File: src/rtl/xswitch_pkg.sv
// Shared constants, types and helpers for the xswitch output arbiters.
// WDOG_LIMIT is only consumed when XSW_ARB_WDOG_EN is defined.
package xswitch_pkg;

    localparam int NPORTS     = 4;
    localparam int DATA_W     = 8;
    localparam int ADDR_W     = $clog2(NPORTS);
    localparam int WDOG_LIMIT = 15;

    typedef logic [ADDR_W-1:0] port_idx_t;
    typedef logic [DATA_W-1:0] data_t;

    typedef enum logic {
        ARB_IDLE,
        ARB_BUSY
    } arb_state_t;

    // Round-robin successor, explicit wrap so non-power-of-two NPORTS stays correct.
    function automatic port_idx_t rr_next(input port_idx_t idx);
        if (int'(idx) == NPORTS - 1) begin
            return '0;
        end
        return idx + 1'b1;
    endfunction

endpackage

File: src/rtl/xswitch_rr_arb.sv
// Round-robin arbiter FSM for a single output port: grant scan, lock and optional
// stall watchdog (enabled by defining XSW_ARB_WDOG_EN).
module xswitch_rr_arb
    import xswitch_pkg::*;
(
    input  logic              clk,
    input  logic              reset,
    input  logic [NPORTS-1:0] req,
    input  logic              data_rd,
    output logic              grant_vld,
    output port_idx_t         grant_idx,
    output logic              wdog_to
);

    arb_state_t state_q, state_d;
    port_idx_t  rr_ptr_q, rr_ptr_d;
    port_idx_t  lock_q, lock_d;
    port_idx_t  scan_idx, cand;
    logic       scan_hit;

`ifdef XSW_ARB_WDOG_EN
    localparam int WDOG_W = $clog2(WDOG_LIMIT + 1);
    localparam logic [WDOG_W-1:0] WDOG_MAX = WDOG_W'(WDOG_LIMIT);
    logic [WDOG_W-1:0] wdog_cnt_q, wdog_cnt_d;
`endif

    // Descending sweep so the requester closest to rr_ptr is the last (winning) write.
    always_comb begin
        scan_hit = 1'b0;
        scan_idx = rr_ptr_q;
        cand     = '0;
        for (int k = NPORTS - 1; k >= 0; k--) begin
            cand = rr_ptr_q + port_idx_t'(k);
            if (req[cand]) begin
                scan_hit = 1'b1;
                scan_idx = cand;
            end
        end
    end

    always_comb begin
        state_d   = state_q;
        rr_ptr_d  = rr_ptr_q;
        lock_d    = lock_q;
        grant_vld = 1'b0;
        grant_idx = '0;
        wdog_to   = 1'b0;
`ifdef XSW_ARB_WDOG_EN
        wdog_cnt_d = '0;
`endif
        case (state_q)
            ARB_IDLE: begin
                if (scan_hit) begin
                    grant_vld = 1'b1;
                    grant_idx = scan_idx;
                    if (data_rd) begin
                        rr_ptr_d = rr_next(scan_idx);
                    end else begin
                        state_d = ARB_BUSY;
                        lock_d  = scan_idx;
                    end
                end
            end
            ARB_BUSY: begin
                if (!req[lock_q]) begin
                    // Requester withdrew: release without advancing the pointer.
                    state_d = ARB_IDLE;
`ifdef XSW_ARB_WDOG_EN
                end else if (wdog_cnt_q == WDOG_MAX) begin
                    wdog_to  = 1'b1;
                    state_d  = ARB_IDLE;
                    rr_ptr_d = rr_next(lock_q);
`endif
                end else begin
                    grant_vld = 1'b1;
                    grant_idx = lock_q;
                    if (data_rd) begin
                        state_d  = ARB_IDLE;
                        rr_ptr_d = rr_next(lock_q);
                    end else begin
`ifdef XSW_ARB_WDOG_EN
                        wdog_cnt_d = wdog_cnt_q + 1'b1;
`endif
                    end
                end
            end
            default: state_d = ARB_IDLE;
        endcase
    end

    always_ff @(posedge clk) begin
        if (!reset) begin
            state_q    <= ARB_IDLE;
            rr_ptr_q   <= '0;
            lock_q     <= '0;
`ifdef XSW_ARB_WDOG_EN
            wdog_cnt_q <= '0;
`endif
        end else begin
            state_q    <= state_d;
            rr_ptr_q   <= rr_ptr_d;
            lock_q     <= lock_d;
`ifdef XSW_ARB_WDOG_EN
            wdog_cnt_q <= wdog_cnt_d;
`endif
        end
    end

endmodule

File: src/rtl/xswitch_out_arbiter.sv
// Per-output round-robin scheduler for the 4x4 xswitch: request decode, output muxes
// and rcv_rdy merge. Optional stall watchdog enabled by defining XSW_ARB_WDOG_EN.
module xswitch_out_arbiter
    import xswitch_pkg::*;
(
    input  logic                     clk,
    input  logic                     reset,
    input  logic [NPORTS-1:0]        valid_in,
    input  logic [NPORTS*ADDR_W-1:0] addr_in,
    input  logic [NPORTS*DATA_W-1:0] data_in,
    output logic [NPORTS-1:0]        rcv_rdy,
    output logic [NPORTS-1:0]        valid_out,
    output logic [NPORTS*ADDR_W-1:0] addr_out,
    output logic [NPORTS*DATA_W-1:0] data_out,
    input  logic [NPORTS-1:0]        data_rd,
    output logic [NPORTS-1:0]        wdog_to
);

    logic [NPORTS-1:0] req [NPORTS];
    logic [NPORTS-1:0] gnt_vld;
    logic [NPORTS-1:0] wdog_raw;
    port_idx_t         gnt_idx [NPORTS];

    always_comb begin
        for (int o = 0; o < NPORTS; o++) begin
            req[o] = '0;
            for (int i = 0; i < NPORTS; i++) begin
                req[o][i] = valid_in[i] && (addr_in[i*ADDR_W +: ADDR_W] == port_idx_t'(o));
            end
        end
    end

    for (genvar o = 0; o < NPORTS; o++) begin : g_arb
        xswitch_rr_arb u_arb (
            .clk       (clk),
            .reset     (reset),
            .req       (req[o]),
            .data_rd   (data_rd[o]),
            .grant_vld (gnt_vld[o]),
            .grant_idx (gnt_idx[o]),
            .wdog_to   (wdog_raw[o])
        );
    end

    // Outputs are held at zero for the whole time reset is asserted.
    always_comb begin
        rcv_rdy   = '0;
        valid_out = '0;
        addr_out  = '0;
        data_out  = '0;
        wdog_to   = '0;
        if (reset) begin
            for (int o = 0; o < NPORTS; o++) begin
                wdog_to[o] = wdog_raw[o];
                if (gnt_vld[o]) begin
                    valid_out[o]                  = 1'b1;
                    addr_out[o*ADDR_W +: ADDR_W]  = gnt_idx[o];
                    data_out[o*DATA_W +: DATA_W]  = data_in[gnt_idx[o]*DATA_W +: DATA_W];
                    if (data_rd[o]) begin
                        rcv_rdy[gnt_idx[o]] = 1'b1;
                    end
                end
            end
        end
    end

endmodule

File: config.mk
export PLATFORM = sky130hd
export DESIGN_NAME = xswitch_out_arbiter
export DESIGN_NICKNAME = d
export VERILOG_FILES = /design/src/rtl/xswitch_pkg.sv /design/src/rtl/xswitch_rr_arb.sv /design/src/rtl/xswitch_out_arbiter.sv
export SDC_FILE = /design/constraint.sdc
export NUM_CORES = 1
export LEC_CHECK = 0
export CELL_PAD_IN_SITES_DETAIL_PLACEMENT = 0
export CELL_PAD_IN_SITES_GLOBAL_PLACEMENT = 1
export CORE_ASPECT_RATIO = 2
export CORE_MARGIN = 1.5
export CORE_UTILIZATION = 30
export DETAILED_ROUTE_END_ITERATION = 10
export PLACE_DENSITY_LB_ADDON = 0.1
export SYNTH_ARGS = -nofsm -noshare
export SYNTH_HDL_FRONTEND = slang
export SYNTH_SLANG_ARGS = --single-unit
File: constraint.sdc
create_clock -name clk -period 2.9 [get_ports clk]
set_input_delay 0.58 -clock clk [delete_from_list [all_inputs] [get_ports clk]]
set_output_delay 0.58 -clock clk [all_outputs]
set_load 0.01 [all_outputs]
==> metrics.yaml <==
status: "complete, but fails checks"
violations: "setup timing"
setup_viol: 39
final_net_count: 663
start_util_pct: 30.7
wire_per_inst_um: 18.9
dr.pass1.iters: 4
ys_ff_latch: 20
post-place-ws_ps: -1280
final_cell_mix: "buf_4, mux2i_1, buf_2"
grt_pass1_vias: 4347
hp-start: "g_arb[2].u_arb.rr_ptr_q[0]"
p_sw_mw: 0.622
power_mw: 1.67
crit_path_top_delay_cell: "o41a_1"
skew_ps: 0.607
post_route_cells_drive_above_1_share_pct: 53.5
cts.sinks: 20
crit_buf_inv: 6
rsz0062_at_grt: "true"
grt_pass1_wl_um: 21600
overflow: 0
ant_nets: 0
hold_violations: 0
p_int_mw: 1.05
clk_pin_slew_ps: 60
drtIter0Drc: 126
setup_slack_ps: -256
grt_start_max_net_pins: 15
core_um2: 9700
synthArstFlopShare_pct: 0
vias_per_cell: 5.55
synth-edff-count: 0
vias: 4104
synth_top_cell_by_area: "mux2i_1"
cts_tree: "done"
hpwl_um: 10100
fin_crit_ps: 3160
synth_top_area_share_pct: 24.2
max-vdd-ir-drop_mv: 0.211
max_freq_mhz: 317
rows: 51
min_path_type: "reg -> reg"
die_width_um: 73.4
layout_commonest_cell: "buf_4"
r2r_start: "g_arb[0].u_arb.rr_ptr_q[0]"
portBuffers: 97
path_cells: "buf_8 -> buf_6 -> nand3b_1 -> buf_4 -> o211ai_1 -> a211oi_2 -> a31oi_2 -> buf_6 -> buf_6 -> nor3_2 -> o41a_1 -> buf_2"
finalWeightedCongestion: 0.849
ys_types: 61
synth_top_cells_by_area: "mux2i_1, dfxtp_1, o22ai_1, nor2_1, nand3_1"
die_h_um: 144
slowest_delay_ps: 360
drc: 0
ys.flop_type: "dfxtp_1"
cp.required_ps: 2320
cp_data_arrival_time_ps: 2580
antenna_found_initial: 0
seq_area_frac_synth_pct: 13.5
pwr-share-comb_pct: 63.1
maxCapViolCount: 0
syn-cell-area_um2: 2970
insertion_delay_ps: 260
h-tree-depth: 1
startpoint: "addr_in[5]"
area_growth_pct: 101
power.share.clock_pct: 17.8
pin_count: 102
worst_setup_path_end_kind: "output port"
grt.total_usage_pct: 26.7
cts_made_buffers: 3
die_area_um2: 10600
ys_warn_count: 0
synth_cells: 389
swShare_pct: 37.3
drt_wl_total_um: 14000
cpMostUsedCell: "buf_6"
diodes: 0
fin_crit_sh_pct: 109
cp-start-kind: "primary input"
power.density_nw_per_um2: 279
crit_fanout: 5
clock-root-buffer: "clkbuf_16"
p_seq_share_pct: 19.1
syn_avg_cell_area_um2: 7.65
drv_slew: 0
clockBufferDepth: 2
p_leak_nw: 2.80
fill_cells: 875
cp_top_family: "compound AO/OA/AOI/OAI gates"
worstSetupPathType: "in -> out"
-- power groups by stage --
stage	sequential [mW]	clock, mW	combinational [mW]
4_1_cts	0.317	0.306	0.992
3_5_place_dp	0.320	0	0.805
3_3_place_gp	0.321	0	0.799
5_1_grt	0.321	0.313	1.12
6_report	0.319	0.297	1.05
2_1_floorplan	0.316	0	0.418
-- per-stage QoR --
step,hold slack [ps],util (%),TNS (ps),std cells,cell area (um2)
floorplan,466,-,-77.9,392,3130
global placement,522,50.5,-49320,689,4900
detailed placement,538,50.5,-50440,689,4900
CTS,563,59.2,-5730,733,5740
global route,591,61.6,-9290,740,5970
finish,556,61.6,-5860,740,5970
-- per-layer routing --
layer	vias to the layer above	GRT usage [%]	wire, um
met5	-	0	0
met4	0	17.3	868
met3	49	2.95	547
met2	159	53.2	7920
met1	1953	23.9	4610
li1	1943	-	-
-- cells in the mapped netlist, drive strengths merged, types with 6 or more instances --
cell type and number:
nand2b 9, clkbuf 9, nor2 26, nor2b 6, inv 15, buf 20
mux2i 72, dfxtp 20, o22ai 32, a41oi 6, nand2 21, nor3 7
o21ai 8, nor3b 8, nand3 18, nand3b 9, a21oi 16, o211ai 7
-- path summary, 6_finish.rpt --
check	endpoint	slack, ps	cells past startpoint
worst max register to register	g_arb[0].u_arb.rr_ptr_q[1]	850	9
worst min register to register	g_arb[2].u_arb.rr_ptr_q[0]	560	2
worst max-delay path	rcv_rdy[3]	-260	12
worst min-delay path	g_arb[2].u_arb.rr_ptr_q[0]	560	2
-- cell families (layout without fill, tap and decap cells) --
logic type,after synthesis,after routing,share of synthesized area [%]
AOI/OAI and AO/OA,100,100,23.8
xor gates and xnor gates,5,5,1.47
adders and majority gates,3,3,1.26
buffers and inverters,44,260,7.15
DFF,20,20,13.5
muxes,73,73,25.0
other,1,4,0.126
and+or+nand+nor,143,143,27.8
-- area by class of cell --
cell class	count	area, um2	share of cell area (%)
Multi-Input combinational cell	328	3080	51.6
Clock buffer	3	75.1	1.26
Tap cell	132	165	2.76
Timing Repair Buffer	242	2180	36.6
Sequential cell	20	400	6.70
Inverter	15	66.3	1.11
-- sequential cells by signal, indices dropped and copies added (netlist names) --
register	flops
g_arb.u_arb.lock_q	8
g_arb.u_arb.rr_ptr_q	8
g_arb.u_arb.state_q	4
-- worst reg2reg max path, delay by kind of cell (launching register included) --
| kind | cells | cell delay [ps] |
|---|---|---|
| flip-flops | 1 | 320 |
| AND/OR/NAND/NOR | 2 | 730 |
| AO/OA/AOI/OAI | 3 | 410 |
| XOR/XNOR | 1 | 110 |
| buffers and inverters | 3 | 410 |
-- timing repair --
| action | CTS | global route |
|---|---|---|
| buffers inserted | 34 | 11 |
| cloned | 7 | 0 |
| pin swaps | 49 | 40 |
| gates resized for setup | 361 | 57 |
| endpoints found under the setup margin | 48 | 48 |
| hold buffers | 0 | 0 |
Note: power is estimated with default switching activity, not from simulation.
